$ cat config.mk
export PLATFORM = sky130hd
export DESIGN_NAME = score_display_ctrl
export DESIGN_NICKNAME = d
export VERILOG_FILES = /design/src/rtl/score_display_ctrl_pkg.sv /design/src/rtl/bcd_iter.sv /design/src/rtl/tick_gen.sv /design/src/rtl/score_display_ctrl.sv
export SDC_FILE = /design/constraint.sdc
export NUM_CORES = 1
export LEC_CHECK = 0
export BUFFER_PORTS_ARGS = -buffer_cell sky130_fd_sc_hd__buf_2
export CAP_MARGIN = 15
export CORE_MARGIN = 2
export CORE_UTILIZATION = 56
export CTS_CLUSTER_SIZE = 30
export DETAILED_ROUTE_END_ITERATION = 8
export MAX_ROUTING_LAYER = met4
export PLACE_DENSITY = 0.75
export RECOVER_POWER = 25
export SYNTH_ARGS = -nofsm -noshare
export SYNTH_HDL_FRONTEND = slang
export SYNTH_SLANG_ARGS = --single-unit
export TNS_END_PERCENT = 100
$ cat constraint.sdc
create_clock -name clk -period 3.48 [get_ports clk]
set_input_delay 0.174 -clock clk [delete_from_list [all_inputs] [get_ports clk]]
set_output_delay 0.174 -clock clk [all_outputs]
set_load 0.02 [all_outputs]
$ cat src/rtl/score_display_ctrl_pkg.sv
// Shared types and constants for the score display controller.
// FSM state encoding, digit codes and the input saturation helper.
package score_display_ctrl_pkg;

   typedef enum logic [1:0] {
      StBlank,
      StConv,
      StShow,
      StFlash
   } state_e;

   localparam logic [3:0] BLANK_CODE = 4'hB;
   localparam logic [6:0] MAX_SCORE  = 7'd99;

   function automatic logic [6:0] sat_score(input logic [6:0] v);
      return (v > MAX_SCORE) ? MAX_SCORE : v;
   endfunction

endpackage

$ cat src/rtl/bcd_iter.sv
// Binary-to-BCD for 0..99 by repeated subtraction of 10, one step per cycle.
// done is high once the remainder has dropped below 10.
module bcd_iter (
   input  logic       clk,
   input  logic       rst,
   input  logic       load,
   input  logic [6:0] value,
   output logic [3:0] tens,
   output logic [3:0] ones,
   output logic       done
);

   logic [6:0] rem_q;
   logic [3:0] tens_q;

   always_ff @(posedge clk) begin
      if (rst) begin
         rem_q  <= '0;
         tens_q <= '0;
      end else if (load) begin
         rem_q  <= value;
         tens_q <= '0;
      end else if (rem_q >= 7'd10) begin
         rem_q  <= rem_q - 7'd10;
         tens_q <= tens_q + 4'd1;
      end
   end

   assign done = (rem_q < 7'd10);
   assign tens = tens_q;
   assign ones = rem_q[3:0];

endmodule

$ cat src/rtl/tick_gen.sv
// Free-running prescaler: one-cycle tick every SCAN_DIV clocks,
// first tick SCAN_DIV clocks after the last reset edge.
module tick_gen #(
   parameter int unsigned SCAN_DIV = 100000
) (
   input  logic clk,
   input  logic rst,
   output logic tick
);

   localparam int unsigned CntW = $clog2(SCAN_DIV);

   logic [CntW-1:0] cnt_q;
   logic            tick_q;
   logic            wrap;

   assign wrap = (cnt_q == CntW'(SCAN_DIV - 1));

   always_ff @(posedge clk) begin
      if (rst) begin
         cnt_q  <= '0;
         tick_q <= 1'b0;
      end else begin
         tick_q <= wrap;
         if (wrap) begin
            cnt_q <= '0;
         end else begin
            cnt_q <= cnt_q + CntW'(1);
         end
      end
   end

   assign tick = tick_q;

endmodule

$ cat src/rtl/score_display_ctrl.sv
// Two-player score display controller: BCD conversion, display hold and winner flash.
// Optional LEADING_ZERO_BLANK_EN: a tens digit of 0 is committed as the blank code.
module score_display_ctrl
   import score_display_ctrl_pkg::*;
#(
   parameter int unsigned SCAN_DIV     = 100000,
   parameter int unsigned FLASH_TICKS  = 64,
   parameter int unsigned FLASH_CYCLES = 3
) (
   input  logic       clk,
   input  logic       rst,
   input  logic [6:0] score_a,
   input  logic [6:0] score_b,
   input  logic       win_req,
   input  logic       win_player,
   output logic       scan_tick,
   output logic [3:0] num1,
   output logic [3:0] num2,
   output logic [3:0] num3,
   output logic [3:0] num4,
   output logic       busy
);

`ifdef LEADING_ZERO_BLANK_EN
   localparam bit LzBlank = 1'b1;
`else
   localparam bit LzBlank = 1'b0;
`endif

   function automatic logic [3:0] tens_code(input logic [3:0] t);
      return (LzBlank && (t == 4'd0)) ? BLANK_CODE : t;
   endfunction

   state_e     state_q, state_d;
   logic       tick;
   logic [6:0] sat_a, sat_b;
   logic [6:0] lat_a_q, lat_b_q;
   logic       load, commit, flash_start;
   logic       win_now, win_pl_now;
   logic       pend_q, pend_pl_q, winner_q;
   logic [9:0] ftick_q;
   logic [3:0] pair_q;
   logic       phase_q;  // 0 = winner digits blanked, 1 = winner digits shown
   logic       flash_end;
   logic [3:0] tens_a, ones_a, tens_b, ones_b;
   logic       done_a, done_b;
   logic [3:0] num1_q, num2_q, num3_q, num4_q;

   tick_gen #(
      .SCAN_DIV (SCAN_DIV)
   ) u_tick_gen (
      .clk  (clk),
      .rst  (rst),
      .tick (tick)
   );

   bcd_iter u_bcd_a (
      .clk   (clk),
      .rst   (rst),
      .load  (load),
      .value (sat_a),
      .tens  (tens_a),
      .ones  (ones_a),
      .done  (done_a)
   );

   bcd_iter u_bcd_b (
      .clk   (clk),
      .rst   (rst),
      .load  (load),
      .value (sat_b),
      .tens  (tens_b),
      .ones  (ones_b),
      .done  (done_b)
   );

   assign sat_a      = sat_score(score_a);
   assign sat_b      = sat_score(score_b);
   assign win_now    = pend_q | win_req;
   assign win_pl_now = win_req ? win_player : pend_pl_q;
   assign flash_end  = tick && (ftick_q == 10'(FLASH_TICKS - 1)) && phase_q &&
                       (pair_q == 4'(FLASH_CYCLES - 1));

   always_comb begin
      state_d     = state_q;
      load        = 1'b0;
      commit      = 1'b0;
      flash_start = 1'b0;
      unique case (state_q)
         StBlank: begin
            if (tick) begin
               state_d = StConv;
               load    = 1'b1;
            end
         end
         StConv: begin
            if (done_a && done_b) begin
               commit = 1'b1;
               if (win_now) begin
                  state_d     = StFlash;
                  flash_start = 1'b1;
               end else begin
                  state_d = StShow;
               end
            end
         end
         StShow: begin
            // A win request takes priority over a coincident score check.
            if (win_req) begin
               state_d     = StFlash;
               flash_start = 1'b1;
            end else if (tick && ((sat_a != lat_a_q) || (sat_b != lat_b_q))) begin
               state_d = StConv;
               load    = 1'b1;
            end
         end
         StFlash: begin
            if (flash_end) begin
               state_d = StConv;
               load    = 1'b1;
            end
         end
         default: state_d = StBlank;
      endcase
   end

   always_ff @(posedge clk) begin
      if (rst) begin
         state_q   <= StBlank;
         lat_a_q   <= '0;
         lat_b_q   <= '0;
         pend_q    <= 1'b0;
         pend_pl_q <= 1'b0;
         winner_q  <= 1'b0;
         ftick_q   <= '0;
         pair_q    <= '0;
         phase_q   <= 1'b0;
         num1_q    <= BLANK_CODE;
         num2_q    <= BLANK_CODE;
         num3_q    <= BLANK_CODE;
         num4_q    <= BLANK_CODE;
      end else begin
         state_q <= state_d;
         if (load) begin
            lat_a_q <= sat_a;
            lat_b_q <= sat_b;
         end
         if (commit) begin
            pend_q <= 1'b0;
            num1_q <= tens_code(tens_a);
            num2_q <= ones_a;
            num3_q <= tens_code(tens_b);
            num4_q <= ones_b;
         end else if ((state_q == StConv) && win_req) begin
            pend_q    <= 1'b1;
            pend_pl_q <= win_player;
         end
         if (flash_start) begin
            winner_q <= win_pl_now;
            ftick_q  <= '0;
            pair_q   <= '0;
            phase_q  <= 1'b0;
         end else if ((state_q == StFlash) && tick) begin
            if (ftick_q == 10'(FLASH_TICKS - 1)) begin
               ftick_q <= '0;
               phase_q <= ~phase_q;
               if (phase_q) begin
                  pair_q <= pair_q + 4'd1;
               end
            end else begin
               ftick_q <= ftick_q + 10'd1;
            end
         end
      end
   end

   always_comb begin
      num1 = num1_q;
      num2 = num2_q;
      num3 = num3_q;
      num4 = num4_q;
      if ((state_q == StFlash) && !phase_q) begin
         if (winner_q) begin
            num3 = BLANK_CODE;
            num4 = BLANK_CODE;
         end else begin
            num1 = BLANK_CODE;
            num2 = BLANK_CODE;
         end
      end
   end

   assign scan_tick = tick;
   assign busy      = (state_q == StConv) || (state_q == StFlash);

endmodule

==> run summary, run 1 <==
====================================================================================================
Result of the run                                                                       finished, final reports clean
Core Region                                                                                 7730 um2
RSZ-0062 raised after global routing                                                              no
CP Class                                                                                  reg -> reg
Syn Std Cell Area                                                                           4470 um2
Number of gates given a new drive strength after cts                                               0
Number of port buffers                                                                            35
Reg area                                                                                    1800 um2
Fraction of power consumed by the clock network                                                25.0%
Vias post-DR                                                                                   3,634
HP Start                                                                                  win_player
Antenna fix cells                                                                                  0
Synth Area in XOR/XNOR                                                                         9.22%
Finished Cell Area                                                                          4830 um2
Area fraction in compound gates after synthesis                                                10.1%
Simple-Gate Fraction of Synth Area                                                             27.3%
Synthesized netlist cell count                                                                   512
Buffer depth of the longest clock path                                                             2
Most numerous cell in the Yosys netlist                                                      dfxtp_1
Clock-pin slew reported for the worst setup and hold paths after clock tree synthesis         100 ps
P per Cell Area                                                                           559 nW/um2
Proportion of power drawn by combinational gates                                               28.4%
Post-Syn Nets                                                                                    542
Pins Over Slew Limit                                                                               0
Number of clock sinks seen by CTS                                                                 90
Wirelength per Cell                                                                          14.0 um
Relative contribution of sequential cells to total power                                       46.6%
Sw power                                                                                      929 uW
Detailed router's first-iteration violation count                                                147
Fraction of the mapped netlist area in adder cells                                             3.36%
Static leakage power                                                                         1.97 nW
Layout Utilization                                                                             62.5%
Final setup fails                                                                                  0
Post-synth top cells                                                                    dfxtp_1 (90), nand2_1 (62), nor2_1 (48)
Origin of the worst setup path                                                          u_bcd_a.rem_q[1]
Post-DRT Antenna Nets                                                                              0
Yosys top cell by area                                                                       dfxtp_1
Async SR Flop Fraction                                                                            0%
Top Ports                                                                                         36
CP Launch Type                                                                              register
Detailed-route wire length                                                                   9.08 mm
Post-layout net count                                                                            570
Total of fill cells in the finished design                                                       690
Synthesized area per cell                                                                   8.72 um2
Mux share of post-synthesis cell area                                                          5.60%
Clock latency at the later pin of the worst-skew pair                                         360 ps
MaxCap Viol Count                                                                                  0
Fmax                                                                                         419 MHz
Internal                                                                                     1.77 mW
Hpwl dp                                                                                      6.44 mm
Largest net degree at the start of global routing                                                 30
Crit path cell chain                                                                    inv_1 > ha_1 > nor2b_1 > or4_1 > o31ai_1 > a21o_1 > or2_2 > nor2_1
Yosys warns                                                                                        0
Portion of the post-synthesis area used by sequential elements                                 40.3%
Crit Path Max Fanout                                                                               8
Final period util                                                                              68.6%
VDD IR max                                                                                    264 uV
Crit-path slowest cell                                                                         or4_1
Crit-path leading delay family                                                          simple AND/OR/NAND/NOR gates
Worst hold slack                                                                             97.3 ps
Height of the die                                                                            93.3 um
Total GRT Usage                                                                                22.6%
Count of H-tree levels built during CTS                                                            3
Cts-stage hold buffer count                                                                        0
Number of hold-slack violations in the final timing report                                         0
Area of combinational cells with multiple inputs                                            2480 um2
EDFF count, synth                                                                                  0
Worst Path Required                                                                          3730 ps
Area growth from synthesis to layout                                                           8.12%
Via/cell ratio                                                                                  5.62
Tightest Pin Transition                                                                       950 ps
Synthesized flop and latch total                                                                  90
Shortest period the worst path allows                                                        2390 ps
Residual overflow from global routing                                                              0
Most used flip-flop cell after synthesis                                                     dfxtp_1
Clock tree from TritonCTS                                                                        yes
Post-CTS setup repair buffer count                                                                 0
Buffering stage count on the worst path with inverters included                                    1
Path class of the lowest-slack min-delay path                                              in -> reg
Via count of the first global-routing pass                                                     3,315
Initial Utilization                                                                            57.8%
Placer Congestion                                                                              0.816
Yosys cell types                                                                                  53
Main combinational cell family by area after synthesis                                  simple AND/OR/NAND/NOR gates
Global-route wire length before repair                                                       15.5 mm
Antenna violations before repair                                                                   0
Total DRC errors in the routed layout                                                              0
Fraction of synthesized cell area taken by the top area cell type                              40.3%
Kind of end point of the critical path                                                      register
Worst r2r src                                                                           u_bcd_a.rem_q[1]
Data arrival at the endpoint of the critical path                                            2640 ps
Buffer cell driving the clock tree root                                                     clkbuf_8
Worst slew margin relative to its limit                                                        36.5%
Site Rows                                                                                         32
Top area cells in the synthesized netlist                                               dfxtp_1 (40%), mux2i_1 (5.6%), nand2_1 (5.2%)
Largest stage delay on the critical path                                                      510 ps
Die boundary width                                                                           93.3 um
First-pass iteration count of the detailed router                                                  4
Switching fraction of total power                                                              34.4%
Fraction of layout cells with a size suffix above 1                                            11.0%
Standard cell area after detailed placement                                                 4660 um2
Post-route setup TNS                                                                            0 ps
CTS buffer count                                                                                   9
Area enclosed by the die boundary                                                           8710 um2
Layout Skew                                                                                  13.3 ps
====================================================================================================
-- worst paths after layout --
path	end	cells after the start	slack [ps]
worst min register to register	lat_a_q[0]	2	460
worst max register to register	ftick_q[6]	8	1090
worst max-delay path	ftick_q[6]	8	1090
worst min-delay path	pend_pl_q	3	100
-- per-stage QoR --
| stage | instances | worst slack, ps | total power, mW |
|---|---|---|---|
| floorplan | 512 | 1350 | 1.85 |
| finish | 647 | 1090 | 2.70 |
| global route | 647 | 893 | 2.89 |
| CTS | 647 | 1070 | 2.72 |
| detailed placement | 631 | 945 | 2.04 |
| global placement | 631 | 935 | 2.02 |
-- power groups by stage --
stage / logic, mW / registers [mW] / clock network [mW]
after detailed placement: 0.764 / 1.28 / 0
final: 0.766 / 1.26 / 0.676
after global routing: 0.875 / 1.27 / 0.743
after global placement: 0.745 / 1.27 / 0
after CTS: 0.771 / 1.25 / 0.695
after floorplan: 0.602 / 1.25 / 0
-- placed cells by master, fill, tap and decap left out, drive strengths merged, types with 3 or more instances in the layout --
| master | count |
|---|---|
| nand2 | 62 |
| mux2i | 25 |
| and3 | 5 |
| o21ai | 16 |
| xnor2 | 22 |
| xor2 | 25 |
| nand4b | 3 |
| or2 | 10 |
| or3 | 12 |
| nor2 | 48 |
| dfxtp | 90 |
| clkinv | 3 |
| nand4 | 11 |
| inv | 19 |
| nand2b | 8 |
| nor3 | 22 |
| o41ai | 4 |
| or4 | 3 |
| nand3 | 25 |
| o211ai | 4 |
| nor2b | 7 |
| a21oi | 21 |
| ha | 12 |
| buf | 27 |
| and2 | 10 |
| clkbuf | 19 |
-- state kept, by name, summed over array words and instances (netlist names), 2 cells and up --
name              count
u_tick_gen.cnt_q     17
ftick_q              10
lat_a_q               7
lat_b_q               7
u_bcd_a.rem_q         7
u_bcd_b.rem_q         7
num1_q                4
num2_q                4
num3_q                4
num4_q                4
pair_q                4
u_bcd_a.tens          4
u_bcd_b.tens          4
state_q               2
-- logic make-up after synthesis --
kind of cell,after synthesis
compound gates,65
fa+ha+maj,12
flops,90
simple gates,238
xor+xnor,47
buf+inv,35
mux,25
-- area by class of cell --
class | count | share of cell area, %
clock buffer | 10 | 2.85
clock inverter | 6 | 0.984
inverter | 16 | 1.24
multi-input combinational | 387 | 51.4
sequential | 90 | 37.3
tap | 102 | 2.64
timing repair buffer | 36 | 3.55
-- per-layer routing --
| metal | vias to the layer above | part of all wire, % | global-route usage (%) |
|---|---|---|---|
| li1 | 1837 | - | - |
| met1 | 1714 | 49 | 29.5 |
| met2 | 75 | 47 | 36.3 |
| met3 | 8 | 3.8 | 3.63 |
| met4 | 0 | 0.88 | 6.99 |
| met5 | - | 0 | - |
-- worst min-delay path, delay by kind of cell --
| family | cells | cell delay (ps) |
|---|---|---|
| buffers and inverters | 1 | 90 |
| multiplexers | 1 | 60 |
| AND/OR/NAND/NOR | 1 | 80 |
No activity file was read; power rests on OpenSTA's default activity.
==> inputs of run 2 (changes only) <==
clock period = 2.2 ns   (was 3.48 ns; I/O delays follow)
==> run summary, run 2 (synthesis gave the netlist of run 1 again) <==
====================================================================================================
Result of the run                                                                       finished, final reports clean
Post-CTS setup repair buffer count                                                                 0
Total GRT Usage                                                                                23.2%
MaxCap Viol Count                                                                                  0
Min-Delay Endpoint                                                                      u_bcd_a.rem_q[6]
Uppermost layer routed                                                                          met4
Clock tree from TritonCTS                                                                        yes
CP Launch Type                                                                              register
First-pass iteration count of the detailed router                                                  4
Count of H-tree levels built during CTS                                                            3
Number of hold-slack violations in the final timing report                                         0
Antenna violations before repair                                                                   0
Met1 wire length                                                                             4.53 mm
Area growth from synthesis to layout                                                           14.5%
HP Start                                                                                  score_a[6]
Static leakage power                                                                         2.13 nW
Worst Path Required                                                                          2470 ps
Final setup fails                                                                                  0
FF-to-FF setup slack                                                                          110 ps
VDD IR max                                                                                    454 uV
Pins Over Slew Limit                                                                               0
Register ranked first by flip-flop count                                                u_tick_gen.cnt_q
Via count of the first global-routing pass                                                     3,503
Height of the die                                                                            93.3 um
Reg2reg path depth                                                                                 8
Site Rows                                                                                         32
Hold depth                                                                                         3
P per Cell Area                                                                           905 nW/um2
Detailed-route wire length                                                                   9.37 mm
Residual overflow from global routing                                                              0
Tightest Pin Transition                                                                       639 ps
Final period util                                                                              94.9%
Post-route setup TNS                                                                            0 ps
Leading cell type in the layout, fill and taps excluded                                      dfxtp_1
Die boundary width                                                                           93.3 um
CP Class                                                                                  reg -> reg
Clock-pin slew reported for the worst setup and hold paths after clock tree synthesis         100 ps
Reg area                                                                                    1800 um2
Via/cell ratio                                                                                  5.52
Largest registers ranked by flip-flop count                                             u_tick_gen.cnt_q: 17 flops, ftick_q: 10 flops
Fraction of layout cells with a size suffix above 1                                            16.9%
Number of port buffers                                                                            35
Detail Route met2 WL                                                                         4.35 mm
Total of fill cells in the finished design                                                       675
Buffer cell driving the clock tree root                                                     clkbuf_8
Highest-count cells in the layout ignoring fill and taps                                dfxtp_1 (89), nand2_1 (62), nor2_1 (48)
Global-route wire length before repair                                                       15.9 mm
Hpwl dp                                                                                      6.91 mm
Finished Cell Area                                                                          5110 um2
Routed met3 length                                                                            337 um
Initial Utilization                                                                            57.8%
Fmax                                                                                         479 MHz
Kind of end point of the critical path                                                      register
Detailed router's first-iteration violation count                                                160
Layout Skew                                                                                  14.1 ps
Clock latency at the later pin of the worst-skew pair                                         370 ps
Post-layout net count                                                                            600
Path class of the lowest-slack min-delay path                                              in -> reg
Layout Utilization                                                                             66.2%
Vias post-DR                                                                                   3,740
Worst slew margin relative to its limit                                                        57.3%
Number of clock sinks seen by CTS                                                                 90
Core Region                                                                                 7730 um2
Worst hold slack                                                                             92.2 ps
Largest net degree at the start of global routing                                                 40
Worst slack at placement                                                                     13.3 ps
Smallest setup slack after layout                                                             113 ps
RSZ-0062 raised after global routing                                                              no
RR Endpoint                                                                               state_q[1]
Area enclosed by the die boundary                                                           8710 um2
Worst r2r src                                                                           u_bcd_b.rem_q[1]
Shortest period the worst path allows                                                        2090 ps
Standard cell area after detailed placement                                                 4890 um2
Top Ports                                                                                         36
CTS buffer count                                                                                   9
Crit Path Max Fanout                                                                               4
Flip-flop count of the largest register after layout                                              17
Post-DRT Antenna Nets                                                                              0
Area of combinational cells with multiple inputs                                            2520 um2
Data arrival at the endpoint of the critical path                                            2350 ps
Placer Congestion                                                                              0.853
Antenna fix cells                                                                                  0
Wirelength per Cell                                                                          13.8 um
Total DRC errors in the routed layout                                                              0
Buffer depth of the longest clock path                                                             2
====================================================================================================
-- run 2: worst max path at each step --
stage | start | to | slack [ps]
floorplan | u_bcd_b.rem_q[1] | ftick_q[2] | 70
global placement | u_bcd_a.rem_q[1] | ftick_q[8] | 60
detailed placement | u_bcd_b.rem_q[1] | state_q[1] | 10
CTS | u_bcd_a.rem_q[1] | ftick_q[6] | 10
global route | u_bcd_a.rem_q[1] | state_q[1] | 4
finish | u_bcd_b.rem_q[1] | state_q[1] | 110
-- run 2: where the power goes --
part / total [mW] / switching [mW] / internal [mW]
Sequential: 1.97 / 0.154 / 1.82
Combinational: 1.55 / 0.794 / 0.759
Clock: 1.11 / 0.665 / 0.442
-- run 2: cell type report --
| cell class | count | area share [%] |
|---|---|---|
| Multi-Input combinational cell | 387 | 49.3 |
| Clock inverter | 7 | 1.39 |
| Sequential cell | 90 | 35.2 |
| Timing Repair Buffer | 66 | 7.95 |
| Inverter | 16 | 1.17 |
| Clock buffer | 9 | 2.42 |
| Tap cell | 102 | 2.50 |
-- run 2: per-layer routing --
layer / up-vias / global-route usage [%]
li1: 1895 / -
met1: 1758 / 29.8
met5: - / -
met4: 0 / 7.72
met2: 67 / 37.1
met3: 20 / 4.35
-- run 2: stage by stage --
stage | total power, mW | instances
2_1_floorplan | 2.93 | 512
3_3_place_gp | 3.41 | 660
3_5_place_dp | 3.45 | 660
4_1_cts | 4.55 | 677
5_1_grt | 4.90 | 677
6_report | 4.63 | 677
-- run 2: what timing repair did --
action / in CTS / in global routing
hold buffers: 1 / 0
pin swaps: 0 / 1
setup endpoints to repair: 1 / 28
resized for setup: 1 / 10
endpoints found under the hold margin: 1 / 0
-- run 2: critical path: stages, from the launching register on --
cell and delay, ps:
dfxtp_2 350, inv_1 70, ha_2 190, nor2b_1 60, or4_4 410, or2_4 270
a221oi_2 260, a21bo_2 270, mux2i_1 110
==> inputs of run 3 (changes only) <==
CORE_UTILIZATION = 60   (was 56)
PLACE_DENSITY = 0.8   (was 0.75)
==> run summary, run 3 (synthesis gave the netlist of run 1 again) <==
====================================================================================================
Result of the run                                                                       finished, final reports clean
Data arrival at the endpoint of the critical path                                            2420 ps
CP Launch Type                                                                              register
Count of H-tree levels built during CTS                                                            3
Hpwl dp                                                                                      6.94 mm
Total GRT Usage                                                                                25.5%
Post-layout net count                                                                            600
Global-route wire length before repair                                                       16.6 mm
Placer Congestion                                                                              0.926
Top Ports                                                                                         36
Largest stage delay on the critical path                                                      420 ps
Total DRC errors in the routed layout                                                              0
Vias post-DR                                                                                   3,845
Highest-count cells in the layout ignoring fill and taps                                dfxtp_1 (88), nand2_1 (62), nor2_1 (48)
Number of clock sinks seen by CTS                                                                 90
Number of hold-slack violations in the final timing report                                         0
Buffer depth of the longest clock path                                                             2
CTS buffer count                                                                                   9
Proportion of power drawn by combinational gates                                               34.6%
Fmax                                                                                         465 MHz
Fraction of power consumed by the clock network                                                23.7%
Shortest period the worst path allows                                                        2150 ps
Post-DRT Antenna Nets                                                                              0
Crit Path Max Fanout                                                                               4
VDD IR max                                                                                    493 uV
Via/cell ratio                                                                                  5.70
Overall power after layout                                                                   4.72 mW
Static leakage power                                                                         2.16 nW
MaxCap Viol Count                                                                                  0
Initial Utilization                                                                            61.9%
Reg2reg path depth                                                                                 8
Relative contribution of sequential cells to total power                                       41.8%
Layout Skew                                                                                  6.82 ps
Area growth from synthesis to layout                                                           15.5%
CP Class                                                                                  reg -> reg
Internal                                                                                     3.05 mW
Worst r2r src                                                                           u_bcd_b.rem_q[1]
Crit path cell chain                                                                    inv_1 > ha_4 > nor2b_1 > or4_4 > or2_4 > a221oi_4 > a21bo_2 > mux2i_1
RR Endpoint                                                                               state_q[1]
Worst Path Required                                                                          2470 ps
Post-route setup TNS                                                                            0 ps
Largest registers ranked by flip-flop count                                             u_tick_gen.cnt_q: 17 flops, ftick_q: 10 flops
Crit-path slowest cell                                                                         or4_4
Fraction of layout cells with a size suffix above 1                                            18.8%
Pins Over Slew Limit                                                                               0
Clock tree from TritonCTS                                                                        yes
Largest net degree at the start of global routing                                                 40
Flip-flop count of the largest register after layout                                              17
Die boundary width                                                                           90.3 um
Leading cell type in the layout, fill and taps excluded                                      dfxtp_1
Kind of end point of the critical path                                                      register
FF-to-FF setup slack                                                                           50 ps
Height of the die                                                                            90.3 um
Register ranked first by flip-flop count                                                u_tick_gen.cnt_q
P per Cell Area                                                                           915 nW/um2
Post-CTS setup repair buffer count                                                                 0
Clock latency at the later pin of the worst-skew pair                                         370 ps
Path class of the lowest-slack min-delay path                                              in -> reg
Buffer cell driving the clock tree root                                                     clkbuf_8
Core Region                                                                                 7210 um2
Antenna fix cells                                                                                  0
Area enclosed by the die boundary                                                           8150 um2
Final setup fails                                                                                  0
Detailed-route wire length                                                                   9.79 mm
Switching fraction of total power                                                              35.4%
Wirelength per Cell                                                                          14.5 um
Sw power                                                                                     1.67 mW
Antenna violations before repair                                                                   0
Via count of the first global-routing pass                                                     3,622
Final period util                                                                              97.8%
Site Rows                                                                                         31
Number of port buffers                                                                            35
CP Capture Point                                                                          state_q[1]
Origin of the worst setup path                                                          u_bcd_b.rem_q[1]
Clock-pin slew reported for the worst setup and hold paths after clock tree synthesis         100 ps
First-pass iteration count of the detailed router                                                  5
Worst slew margin relative to its limit                                                        57.8%
Detailed router's first-iteration violation count                                                160
Tightest Pin Transition                                                                       631 ps
Residual overflow from global routing                                                              0
====================================================================================================
==> run 3: changes by cell type in the layout (fill, tap and decap cells not counted), moves of 2 or more <==
cell,change
clkbuf_1,-4
inv_1,-2
ha_4,+2
inv_2,+2
buf_2,+4
==> run 3: metal layers <==
layer  share of wire, %  track usage, %
met5                  0               -
met4                1.9            9.87
met3                4.9            4.26
met2                 47            40.6
met1                 46            32.6
==> run 3: power by group through the flow <==
stage	Sequential, mW	Combinational, mW	Clock, mW
floorplan	1.98	0.952	0
global placement	1.98	1.42	0
detailed placement	1.99	1.47	0
CTS	1.95	1.50	1.14
global route	1.99	1.81	1.21
finish	1.97	1.63	1.12
==> run 3: critical path, delay by kind of cell, from the launching register on <==
kind / cells / cell delay [ps]
muxes: 1 / 120
and+or+nand+nor: 3 / 740
DFF: 1 / 350
buffers and inverters: 1 / 100
AOI/OAI and AO/OA: 2 / 580
adders and majority gates: 1 / 150
==> run 3: layout make-up <==
class | count | area, um2
Clock buffer | 9 | 124
Timing Repair Buffer | 66 | 414
Multi-Input combinational cell | 387 | 2560
Sequential cell | 90 | 1800
Inverter | 16 | 60.1
Fill cell | 582 | 2060
Clock inverter | 7 | 73.8
Tap cell | 99 | 124
==> run 3: timing repair <==
action                     in CTS  in global routing
cloned                          0                  0
resized for setup               3                 16
hold endpoints to repair        1                  0
hold buffers                    1                  0
setup endpoints to repair      10                 24
pin swaps                       1                  5
==> run 3: how the worst min path moves through the flow <==
stage / from / to / cells past startpoint
floorplan: win_player / pend_pl_q / 2
global placement: win_player / pend_pl_q / 3
detailed placement: win_player / pend_pl_q / 3
CTS: score_b[3] / lat_b_q[3] / 3
global route: score_b[3] / lat_b_q[3] / 3
finish: score_a[6] / lat_a_q[6] / 3
==> run 3: through the flow <==
stage | area [um2] | cells | util (%) | hold slack [ps] | setup WS, ps
after floorplan | 4470 | 512 | - | 257 | 71.0
after global placement | 4880 | 657 | 67.7 | 367 | 19.7
after detailed placement | 4880 | 657 | 67.7 | 380 | -65.1
after CTS | 5100 | 674 | 70.7 | 53.7 | 2.82
after global routing | 5160 | 674 | 71.5 | 79.9 | -32.7
final | 5160 | 674 | 71.5 | 72.4 | 48.2
